$ cat config.mk
export PLATFORM = sky130hd
export DESIGN_NAME = if_fetch_ctrl
export DESIGN_NICKNAME = d
export VERILOG_FILES = /design/src/rtl/if_fetch_ctrl.sv
export SDC_FILE = /design/constraint.sdc
export NUM_CORES = 1
export LEC_CHECK = 0
export ABC_CLOCK_PERIOD_IN_PS = 2000
export BUFFER_PORTS_ARGS = -buffer_cell sky130_fd_sc_hd__buf_2
export CORE_MARGIN = 2
export CORE_UTILIZATION = 44
export CTS_CLUSTER_DIAMETER = 80
export DETAILED_ROUTE_END_ITERATION = 8
export HOLD_SLACK_MARGIN = 0.12
export PLACE_DENSITY = 0.8
export SETUP_SLACK_MARGIN = 0.05
export SYNTH_ARGS = -nofsm -noshare
export SYNTH_HDL_FRONTEND = slang
export SYNTH_SLANG_ARGS = --single-unit
$ cat constraint.sdc
create_clock -name clk -period 2 [get_ports clk]
set_input_delay 0.1 -clock clk [delete_from_list [all_inputs] [get_ports clk]]
set_output_delay 0.1 -clock clk [all_outputs]
set_load 0.005 [all_outputs]
$ cat src/rtl/if_fetch_ctrl.sv
// Fetch-stage sequencer: owns the PC, runs the req/ack handshake to instruction
// memory, and produces the pc_en/pc_sel/ir_en datapath strobes.
module if_fetch_ctrl #(
  parameter int unsigned          ADDR_W   = 32,
  parameter logic [ADDR_W-1:0]    RESET_PC = '0,
  parameter int unsigned          PC_STEP  = 4
) (
  input  logic              clk,
  input  logic              rst,
  input  logic              stall_i,
  input  logic              redirect_i,
  input  logic [ADDR_W-1:0] redirect_addr_i,
  output logic              imem_req_o,
  output logic [ADDR_W-1:0] imem_addr_o,
  input  logic              imem_ack_i,
  output logic [ADDR_W-1:0] pc_o,
  output logic              pc_en_o,
  output logic              pc_sel_o,
  output logic              ir_en_o,
  output logic [ADDR_W-1:0] jmp_addr_o,
  output logic              if_valid_o
);

  localparam logic [ADDR_W-1:0] ALIGN_MASK = ~ADDR_W'(3);
  localparam logic [ADDR_W-1:0] STEP       = ADDR_W'(PC_STEP);

  typedef enum logic [1:0] {
    S_IDLE = 2'd0,
    S_REQ  = 2'd1,
    S_WAIT = 2'd2
  } state_e;

  state_e            state_q, state_d;
  logic [ADDR_W-1:0] pc_q, pc_d;
  logic [ADDR_W-1:0] jmp_q, jmp_d;
  logic              valid_q, valid_d;
  logic              pend_q, pend_d;

  logic              req_c, pc_en_c, pc_sel_c, ir_en_c;
  logic              take_redir, load;
  logic [ADDR_W-1:0] new_tgt, redir_tgt;
  logic              redir_act;

  // A live redirect overrides the latched target; bits [1:0] are forced to zero.
  assign new_tgt   = redirect_addr_i & ALIGN_MASK;
  assign redir_tgt = redirect_i ? new_tgt : jmp_q;
  assign redir_act = redirect_i | pend_q;

  always_comb begin
    state_d    = state_q;
    pc_d       = pc_q;
    jmp_d      = jmp_q;
    valid_d    = valid_q;
    pend_d     = pend_q;
    req_c      = 1'b0;
    pc_en_c    = 1'b0;
    pc_sel_c   = 1'b0;
    ir_en_c    = 1'b0;
    take_redir = 1'b0;
    load       = 1'b0;

    if (redirect_i) begin
      jmp_d = new_tgt;
    end

    case (state_q)
      S_IDLE: begin
        state_d = S_REQ;
        if (redirect_i) begin
          pend_d = 1'b1;
        end
      end
      S_REQ: begin
        // Nothing outstanding: a redirect is applied now and suppresses the request.
        if (redir_act) begin
          take_redir = 1'b1;
        end else if (!stall_i) begin
          req_c = 1'b1;
          if (imem_ack_i) begin
            load = 1'b1;
          end else begin
            state_d = S_WAIT;
          end
        end
      end
      S_WAIT: begin
        req_c = 1'b1;
        if (imem_ack_i) begin
          state_d = S_REQ;
          if (redir_act) begin
            take_redir = 1'b1;
          end else if (!stall_i) begin
            load = 1'b1;
          end
        end else if (redirect_i) begin
          pend_d = 1'b1;
        end
      end
      default: begin
        state_d = S_IDLE;
      end
    endcase

    if (take_redir) begin
      pc_en_c  = 1'b1;
      pc_sel_c = 1'b1;
      pc_d     = redir_tgt;
      valid_d  = 1'b0;
      pend_d   = 1'b0;
    end

    if (load) begin
      ir_en_c = 1'b1;
      pc_en_c = 1'b1;
      pc_d    = pc_q + STEP;
      valid_d = 1'b1;
    end
  end

  always_ff @(posedge clk) begin
    if (rst) begin
      state_q <= S_IDLE;
      pc_q    <= RESET_PC;
      jmp_q   <= '0;
      valid_q <= 1'b0;
      pend_q  <= 1'b0;
    end else begin
      state_q <= state_d;
      pc_q    <= pc_d;
      jmp_q   <= jmp_d;
      valid_q <= valid_d;
      pend_q  <= pend_d;
    end
  end

  // Strobes are quiet while reset is held.
  assign imem_req_o  = req_c & ~rst;
  assign pc_en_o     = pc_en_c & ~rst;
  assign pc_sel_o    = pc_sel_c & ~rst;
  assign ir_en_o     = ir_en_c & ~rst;
  assign imem_addr_o = pc_q;
  assign pc_o        = pc_q;
  assign jmp_addr_o  = jmp_q;
  assign if_valid_o  = valid_q;

endmodule
==> flow_summary_export.csv, run 1 <==
group,metric,value,unit
run_status,status,"finished clean",
cells_and_area,diodes,0,
floorplan,row_count,32,
logic_synthesis,synth_top_cell_by_area,"dfxtp_1",
cells_and_area,multi_input_area,1910,µm²
clock_network,cts_made_buffers,9,
route,postRouteAntennaNets,0,
timing,fmax,0.507,GHz
logic_synthesis,synth_nets,458,
timing,slew_headroom,61.1,%
timing,drv_slew,0,
power,p_leak,2.37,nW
critical_path,cp.required,1.90,ns
clock_network,cts_buffer_depth,2,
critical_path,worstPathMaxFanout,3,
logic_synthesis,yosys-top-cells-area,"dfxtp_1 (39%), mux2i_1 (9.1%), buf_4 (6.8%), nor2_1 (6.0%), nand2_1 (3.6%)",
critical_path,crit_path_top_delay_cell,"or3_4",
hold_path,min_from,"redirect_addr_i[5]",
timing,finalSetupViolations,0,
critical_path,rr_worst_depth,8,
critical_path,cp-start-kind,"flop",
power,powerDensity,731,nW/µm²
cells_and_area,nFillCells,628,
clock_network,cts_htree_levels,3,
timing,fin_skew,0.00791,ns
clock_network,cts_tree,"yes",
critical_path,crit_path_end_kind,"output pin",
place,routabilityCongestion,0.870,
power,power,0.00362,W
floorplan,initial_core_util,45.5,%
critical_path,r2r-end,"imem_addr_o[14]",
route,drt-total-wl,11400,µm
critical_path,reg2reg_setup_slack,0.06,ns
cells_and_area,area_growth,40.3,%
floorplan,die_y,93.6,µm
route,route.detailed.drc,0,
cells_and_area,regArea,1370,µm²
place,dp_hpwl,7260,µm
logic_synthesis,syn_area,3530,µm²
logic_synthesis,synth-edff-count,0,
grt,grt_pass1_wl,17300,µm
logic_synthesis,yosysSeqAreaShare,38.6,%
timing,finalHoldViolations,0,
job,drv_cap,0,
cells_and_area,drive_gt1_share,38.5,%
grt,antenna_found_initial,0,
logic_synthesis,netlist.area_leader.share,38.6,%
logic_synthesis,synth_cell_types,57,
logic_synthesis,yosys_warnings,0,
floorplan,die-area,8760,µm²
floorplan,fp.coreArea,7770,µm²
logic_synthesis,synth-seq-cells,68,
hold_path,hold-path-cell-count,3,
critical_path,crit_chain,"inv_4, ha_4, nand2b_4, or3_4, buf_6, o21ai_2, buf_2",
timing,fin_crit_sh,98.7,%
logic_synthesis,async_flop_share,0,%
hold_path,min_to,"jmp_addr_o[5]",
route,avgViaCountPerCell,5.58,
critical_path,worstSetupPathType,"reg -> out",
power,ir_drop,0.395,mV
grt,grt_max_degree,54,
floorplan,io_pins,138,
timing,worstMarginPinSlew,0.583,ns
grt,grt_pass1_vias,3574,
clock_network,cts_sinks,68,
logic_synthesis,synth_cells,417,
route,drt_iter0_markers,351,
clock_network,clock_latency,0.36,ns
timing,timing.hold.ws,0.140,ns
place,portBuffers,135,
critical_path,cp.arrival,1.87,ns
route,wl_per_cell,16.7,µm
timing,layout_min_cycle_time,1.97,ns
grt,grt_overflow_total,0,
timing,rsz0062_at_grt,"yes",
critical_path,regToRegStartpoint,"state_q[0]",
cells_and_area,num-nets-final,615,
critical_path,slowest_delay,0.41,ns
grt,track_usage,25.3,%
hold_path,hold_path.class,"in -> reg",
clock_network,cts-root-buf,"clkbuf_8",
route,drt_first_pass_iters,6,
logic_synthesis,synthFlopType,"dfxtp_1",
clock_network,path_clk_slew,0.07,ns
logic_synthesis,syn_avg_cell_area,8.47,µm²
floorplan,die_w,93.6,µm
route,vias,3803,
-- registers in the layout (all words and copies together), names as in the netlist --
register and cells:
pend_q 1, jmp_addr_o 32, imem_addr_o 32, if_valid_o 1, state_q 2
-- cells by family after synthesis --
logic type | count (synthesis) | synth area share [%]
AND/OR/NAND/NOR | 165 | 23.4
AO/OA/AOI/OAI | 81 | 15.1
flip-flops | 68 | 38.6
buffers and inverters | 62 | 11.0
multiplexers | 35 | 10.0
adder cells (fa/ha/maj) | 4 | 1.42
XOR/XNOR | 2 | 0.496
-- repair_timing --
item,4_1_cts,5_1_grt
resized for setup,17,24
setup endpoints to repair,11,14
endpoints found under the hold margin,31,0
cloned,0,1
pin swaps,1,8
buffers inserted,4,6
hold buffers,32,0
-- Yosys cell counts (3+ instances only) --
cell type and n:
a22oi_1 4, a32oi_1 3, nand4_1 16, a21oi_1 25, nand3_1 16, nand2_1 34, ha_1 4, nor3b_1 4
clkbuf_1 12, inv_1 5, nand2b_1 4, and3_1 4, mux2i_1 32, o21ai_1 9, nor2_1 56, and4_1 3
buf_2 6, buf_4 32, buf_1 4, nor4_1 4, o21ai_0 11, o311ai_1 3, nor3_1 4, and2_1 6
a31oi_1 4, o211ai_1 4, dfxtp_1 68
-- final cells by class --
| cell class | instances | area share, % |
|---|---|---|
| timing repair buffer | 201 | 25.7 |
| multi-input combinational | 288 | 38.5 |
| inverter | 6 | 0.606 |
| clock inverter | 6 | 2.25 |
| clock buffer | 10 | 2.78 |
| tap | 102 | 2.58 |
| sequential | 68 | 27.6 |
-- worst max-delay path, delay by kind of cell (launching register included) --
kind | cells | cell delay [ns]
AOI/OAI and AO/OA | 1 | 0.04
adders and majority gates | 1 | 0.29
buffers and inverters | 3 | 0.32
DFF | 1 | 0.39
and+or+nand+nor | 2 | 0.46
-- report_power, final --
part / switching, W / total (W) / internal, W / leakage (nW)
logic: 0.000339 / 0.000673 / 0.000334 / 1.69
clock network: 0.000548 / 0.00141 / 0.000862 / 0.122
registers: 0.0000947 / 0.00154 / 0.00145 / 0.557
-- placed cells by master, fill, tap and decap left out, types with 5 or more instances in the layout --
master,instances
o21ai_0,8
buf_6,5
nand3_1,16
o311ai_1,5
nor2_1,53
nand4_1,16
dfxtp_1,64
buf_2,134
dlygate4sd3_1,32
and2_1,5
clkbuf_8,10
o21ai_1,9
mux2i_1,32
a21oi_1,24
nand2_1,33
buf_4,30
-- metal layers --
layer / wire length, µm / up-vias / track usage, % / share of wire, %
met4: 215 / 0 / 9.54 / 1.9
met3: 893 / 24 / 6.37 / 7.8
met2: 5700 / 185 / 43.5 / 50
met1: 4580 / 1796 / 30.4 / 40
met5: 0 / - / 0 / 0
li1: - / 1798 / - / -
-- how the worst max path moves through the flow --
stage,start,end,slack (ns)
after global routing,state_q[0],pc_en_o,-0.04
after CTS,pend_q,pc_en_o,0.05
after floorplan,imem_addr_o[2],imem_addr_o[14],0.05
final,state_q[0],pc_en_o,0.03
after global placement,state_q[0],imem_addr_o[23],0.10
after detailed placement,state_q[0],imem_addr_o[5],0.02
-- per-stage QoR --
| stage | setup slack (ns) | util (%) | instances | instance area [µm²] | TNS [ns] |
|---|---|---|---|---|---|
| 2_1_floorplan | 0.0528 | - | 417 | 3530 | 0 |
| 3_3_place_gp | 0.104 | 53.6 | 622 | 4160 | 0 |
| 3_5_place_dp | 0.0176 | 53.6 | 622 | 4160 | 0 |
| 4_1_cts | 0.0502 | 62.2 | 674 | 4830 | 0 |
| 5_1_grt | -0.0389 | 63.8 | 681 | 4950 | -0.0440 |
| 6_report | 0.0260 | 63.8 | 681 | 4950 | 0 |
No activity file was read; power rests on OpenSTA's default activity.
==> run 2: changes to the inputs <==
==> config.mk (replaced) <==
export PLATFORM = sky130hd
export DESIGN_NAME = if_fetch_ctrl
export DESIGN_NICKNAME = d
export VERILOG_FILES = /design/src/rtl/if_fetch_ctrl.sv
export SDC_FILE = /design/constraint.sdc
export NUM_CORES = 1
export LEC_CHECK = 0
export ABC_CLOCK_PERIOD_IN_PS = 2400
export BUFFER_PORTS_ARGS = -buffer_cell sky130_fd_sc_hd__buf_2
export CORE_MARGIN = 2
export CORE_UTILIZATION = 53
export CTS_BUF_LIST = sky130_fd_sc_hd__clkbuf_16
export CTS_CLUSTER_DIAMETER = 80
export DETAILED_ROUTE_END_ITERATION = 8
export HOLD_SLACK_MARGIN = 0.12
export PLACE_DENSITY = 0.9
export SYNTH_ARGS = -nofsm -noshare
export SYNTH_HDL_FRONTEND = slang
export SYNTH_SLANG_ARGS = --single-unit
==> constraint.sdc (replaced) <==
create_clock -name clk -period 2.4 [get_ports clk]
set_input_delay 0.12 -clock clk [delete_from_list [all_inputs] [get_ports clk]]
set_output_delay 0.12 -clock clk [all_outputs]
set_load 0.005 [all_outputs]
==> run 2 against run 1 <==
Against the previous run: via count is 1.9% lower; clock power is 13% lower; hold slack worse by 0.011 ns; routed wire length is 9.3% lower; non-clock buffer count is 32 lower; largest cell class unchanged; largest power group unchanged.
==> flow_summary_export.csv, run 2 (synthesized netlist as in run 1, its figures left out) <==
group,metric,value,unit
cells_and_area,diodes,0,
clock_network,cts_htree_levels,3,
power,p_leak,2.21,nW
cells_and_area,area_growth,28.3,%
hold_path,hold-path-cell-count,3,
timing,drv_slew,0,
route,vias,3732,
route,drt-total-wl,10300,µm
cells_and_area,drive_gt1_share,32.0,%
critical_path,cp.arrival,2.11,ns
clock_network,cts_buffer_depth,2,
cells_and_area,nFillCells,463,
grt,track_usage,27.9,%
hold_path,min_to,"jmp_addr_o[30]",
route,drt_iter0_markers,484,
timing,slew_headroom,63.2,%
timing,worst_slack,0.170,ns
hold_path,min_from,"redirect_addr_i[30]",
timing,rsz0062_at_grt,"no",
job,drv_cap,0,
power,powerDensity,655,nW/µm²
floorplan,die-area,7330,µm²
clock_network,clock_latency,0.33,ns
clock_network,path_clk_slew,0.05,ns
critical_path,cp_top_family,"simple AND/OR/NAND/NOR gates",
floorplan,row_count,29,
floorplan,die_y,85.6,µm
grt,grt_pass1_vias,3404,
floorplan,die_w,85.6,µm
critical_path,cp-start-kind,"flop",
clock_network,cts_tree,"yes",
critical_path,worst-path-buf-inv,2,
cells_and_area,final_cell_mix,"buf_2 (135), dfxtp_1 (68), nor2_1 (54)",
grt,antenna_found_initial,0,
timing,fin_tns_setup,0,ns
place,dp_hpwl,6770,µm
timing,fmax,0.449,GHz
clock_network,cts-root-buf,"clkbuf_16",
timing,fin_skew,0.00467,ns
floorplan,fp.coreArea,6390,µm²
timing,layout_min_cycle_time,2.23,ns
timing,fin_crit_sh,92.9,%
floorplan,initial_core_util,55.3,%
critical_path,regToRegStartpoint,"state_q[1]",
critical_path,cp.required,2.28,ns
floorplan,io_pins,138,
cells_and_area,multi_input_area,1790,µm²
grt,grt_pass1_wl,16400,µm
power,ir_drop,0.475,mV
place,routabilityCongestion,0.877,
hold_path,hold_path.class,"in -> reg",
timing,finalHoldViolations,0,
critical_path,crit_path_top_delay_cell,"or3_1",
critical_path,rr_worst_depth,8,
critical_path,crit_chain,"inv_1, ha_1, nand2b_1, or3_1, o21ai_0, buf_2",
cells_and_area,num-nets-final,582,
cells_and_area,final_common_cell,"buf_2",
route,postRouteAntennaNets,0,
critical_path,r2r-end,"imem_addr_o[4]",
clock_network,cts_setup_buffers,0,
clock_network,cts_made_buffers,9,
grt,grt_max_degree,54,
critical_path,reg2reg_setup_slack,0.17,ns
route,route.detailed.drc,0,
critical_path,worstSetupPathType,"reg -> out",
place,portBuffers,135,
route,drt_first_pass_iters,7,
route,wl_per_cell,16.6,µm
timing,finalSetupViolations,0,
critical_path,slowest_delay,0.58,ns
timing,worstMarginPinSlew,0.552,ns
route,avgViaCountPerCell,6.01,
run_status,status,"finished clean",
cells_and_area,regArea,1360,µm²
grt,grt_overflow_total,0,
critical_path,crit_path_end_kind,"output pin",
critical_path,worstPathMaxFanout,8,
place,place_ws,0.263,ns
clock_network,cts_sinks,68,
-- run 2: worst min-delay path, stage by stage --
cell and delay, ns:
buf_2 0.08, mux2i_1 0.06, nor2_1 0.14
-- run 2: area by class of cell --
class	instances	share of cell area, %
sequential	68	30.0
inverter	6	0.607
clock inverter	5	1.02
timing repair buffer	169	21.7
clock buffer	9	4.97
tap	77	2.13
multi-input combinational	287	39.5
-- run 2: worst max-delay path by stage --
stage	start	end	slack, ns	cells after the start
global route	state_q[1]	imem_addr_o[4]	0.04	8
detailed placement	state_q[0]	imem_addr_o[30]	0.26	8
global placement	state_q[0]	imem_addr_o[30]	0.35	8
CTS	state_q[0]	pc_en_o	0.21	6
finish	state_q[1]	pc_en_o	0.17	6
floorplan	state_q[0]	imem_addr_o[27]	0.41	9
-- run 2: repair_timing --
item,in CTS,in global routing
hold endpoints to repair,21,0
hold buffers,21,0
resized for setup,0,1
endpoints found under the setup margin,0,1
-- run 2: routing by layer --
metal / wire [µm] / GRT usage [%] / part of all wire [%]
met4: 324 / 11.3 / 3.1
met5: 0 / 0 / 0
met1: 3980 / 34.9 / 39
met2: 5090 / 46.2 / 49
met3: 939 / 6.74 / 9.1
-- run 2: per-stage QoR --
stage	cell area (µm²)	cells	utilization [%]	hold slack [ns]	power [W]
6_report	4530	621	71.0	0.129	0.00297
5_1_grt	4530	621	71.0	0.155	0.00309
4_1_cts	4530	621	70.9	0.126	0.00297
3_5_place_dp	4050	586	63.4	0.401	0.00172
3_3_place_gp	4050	586	63.4	0.387	0.00171
2_1_floorplan	3530	417	-	0.283	0.00157
-- run 2: power breakdown --
part	total (W)	internal, W	switching [W]
combinational	0.000450	0.000217	0.000233
clock	0.00122	0.000778	0.000444
sequential	0.00130	0.00121	0.0000897
==> run 3: changes to the inputs <==
==> config.mk (replaced) <==
export PLATFORM = sky130hd
export DESIGN_NAME = if_fetch_ctrl
export DESIGN_NICKNAME = d
export VERILOG_FILES = /design/src/rtl/if_fetch_ctrl.sv
export SDC_FILE = /design/constraint.sdc
export NUM_CORES = 1
export LEC_CHECK = 0
export ABC_CLOCK_PERIOD_IN_PS = 2400
export CORE_MARGIN = 2
export CORE_UTILIZATION = 68
export CTS_BUF_LIST = sky130_fd_sc_hd__clkbuf_16
export CTS_CLUSTER_DIAMETER = 80
export DETAILED_ROUTE_END_ITERATION = 8
export DONT_BUFFER_PORTS = 1
export HOLD_SLACK_MARGIN = 0.12
export PLACE_DENSITY = 0.88
export SYNTH_ARGS = -nofsm -noshare
export SYNTH_HDL_FRONTEND = slang
export SYNTH_SLANG_ARGS = --single-unit
==> run 3 against run 2 <==
Against the previous run: register-to-register slack got worse by 0.03 ns; largest cell class unchanged; non-clock buffer count fell by 117; sequential power barely moved; critical path type is now reg -> reg; critical endpoint is now imem_addr_o[29]; die area fell by 21%.
==> flow_summary_export.csv, run 3 (synthesized netlist as in run 1, its figures left out) <==
group,metric,value,unit
timing,finalSetupViolations,0,
power,ir_drop,0.519,mV
cells_and_area,diodes,0,
timing,fmax,0.443,GHz
clock_network,path_clk_slew,0.05,ns
timing,worstMarginPinSlew,0.569,ns
floorplan,fp.coreArea,5070,µm²
floorplan,row_count,26,
route,route.detailed.drc,0,
place,portBuffers,0,
cells_and_area,num-nets-final,465,
grt,grt_overflow_total,0,
run_status,status,"finished clean",
cells_and_area,layout.cells.non_filler,499,
place,routabilityCongestion,0.884,
floorplan,die_w,76.1,µm
critical_path,cp.required,2.67,ns
route,avgViaCountPerCell,6.67,
critical_path,cp.arrival,2.53,ns
floorplan,die_y,76.1,µm
clock_network,cts_buffer_depth,2,
floorplan,initial_core_util,69.6,%
grt,track_usage,34.2,%
clock_network,cts_made_buffers,9,
timing,drv_slew,0,
clock_network,clock_latency,0.33,ns
clock_network,cts_sinks,68,
clock_network,cts_tree,"yes",
route,drt_iter0_markers,309,
grt,grt_pass1_wl,15600,µm
clock_network,hold_buffers,40,
critical_path,worstSetupPathType,"reg -> reg",
clock_network,cts_htree_levels,3,
grt,grt_max_degree,51,
place,dp_hpwl,5930,µm
cells_and_area,final_common_cell,"dfxtp_1",
route,wl_per_cell,19.7,µm
cells_and_area,area_growth,14.1,%
timing,fin_skew,0.00202,ns
place,place_inst,443,
job,drv_cap,0,
critical_path,crit_path_end_kind,"flop",
route,vias,3326,
cells_and_area,drive_gt1_share,8.86,%
route,postRouteAntennaNets,0,
route,drt-total-wl,9820,µm
cells_and_area,final_cell_mix,"dfxtp_1 (68), nor2_1 (55), dlygate4sd3_1 (38)",
timing,rsz0062_at_grt,"no",
critical_path,worstPathMaxFanout,9,
power,p_leak,1.61,nW
timing,fin_tns_setup,0,ns
timing,slew_headroom,61.8,%
floorplan,io_pins,138,
timing,finalHoldViolations,0,
power,powerDensity,694,nW/µm²
timing,layout_min_cycle_time,2.26,ns
critical_path,cp-start-kind,"flop",
clock_network,ctsResizeCount,0,
floorplan,die-area,5790,µm²
clock_network,cts-root-buf,"clkbuf_16",
route,drt_first_pass_iters,7,
clock_network,cts_setup_buffers,0,
timing,timing.hold.ws,0.124,ns
hold_path,hold_path.class,"in -> reg",
grt,antenna_found_initial,0,
timing,fin_crit_sh,94.0,%
grt,grt_pass1_vias,3151,
-- run 3: changes by cell type in the layout (fill, tap and decap cells not counted), sizes merged --
cell / change
buf: -134
bufinv: -1
clkinv: +1
dlygate4sd3: +17
inv: +2
-- run 3: cell type report --
type / instances / area, µm²
clock buffer: 9 / 225
clock inverter: 7 / 27.5
fill: 338 / 1050
inverter: 6 / 27.5
multi-input combinational: 287 / 1790
sequential: 68 / 1360
tap: 70 / 87.6
timing repair buffer: 52 / 510
-- run 3: power breakdown --
part | switching (W) | internal (W) | total (W)
Clock | 0.000458 | 0.000674 | 0.00113
Combinational | 0.000191 | 0.000164 | 0.000355
Sequential | 0.000103 | 0.00121 | 0.00131
-- run 3: through the flow --
stage / total power [W] / util (%) / setup slack [ns] / cell area [µm²]
final: 0.00280 / 79.4 / 0.144 / 4030
after global routing: 0.00289 / 79.4 / 0.0423 / 4030
after CTS: 0.00279 / 79.4 / 0.237 / 4030
after detailed placement: 0.00159 / 66.1 / 0.229 / 3360
after global placement: 0.00157 / 66.1 / 0.310 / 3360
after floorplan: 0.00157 / - / 0.410 / 3530
-- run 3: worst max-delay path, stage by stage, from the launching register on --
cell and delay, ns:
dfxtp_1 0.50, nand4_1 0.34, nor4_2 0.64, nand4_1 0.20, or4_1 0.42, nand3_1 0.09
-- run 3: final timing paths --
| check | cells after the start | endpoint | slack (ns) | startpoint |
|---|---|---|---|---|
| min | 4 | state_q[1] | 0.12 | imem_ack_i |
| max | 5 | imem_addr_o[29] | 0.14 | imem_addr_o[9] |
| max reg2reg | 5 | imem_addr_o[29] | 0.14 | imem_addr_o[9] |
| min reg2reg | 2 | state_q[1] | 0.49 | state_q[1] |
-- run 3: per-layer routing --
layer / up-vias / GRT usage [%] / share of wire [%]
li1: 1490 / - / -
met1: 1578 / 40.1 / 38
met2: 221 / 55.9 / 48
met3: 37 / 10.9 / 10
met4: 0 / 18.2 / 3.4
met5: - / 0 / 0
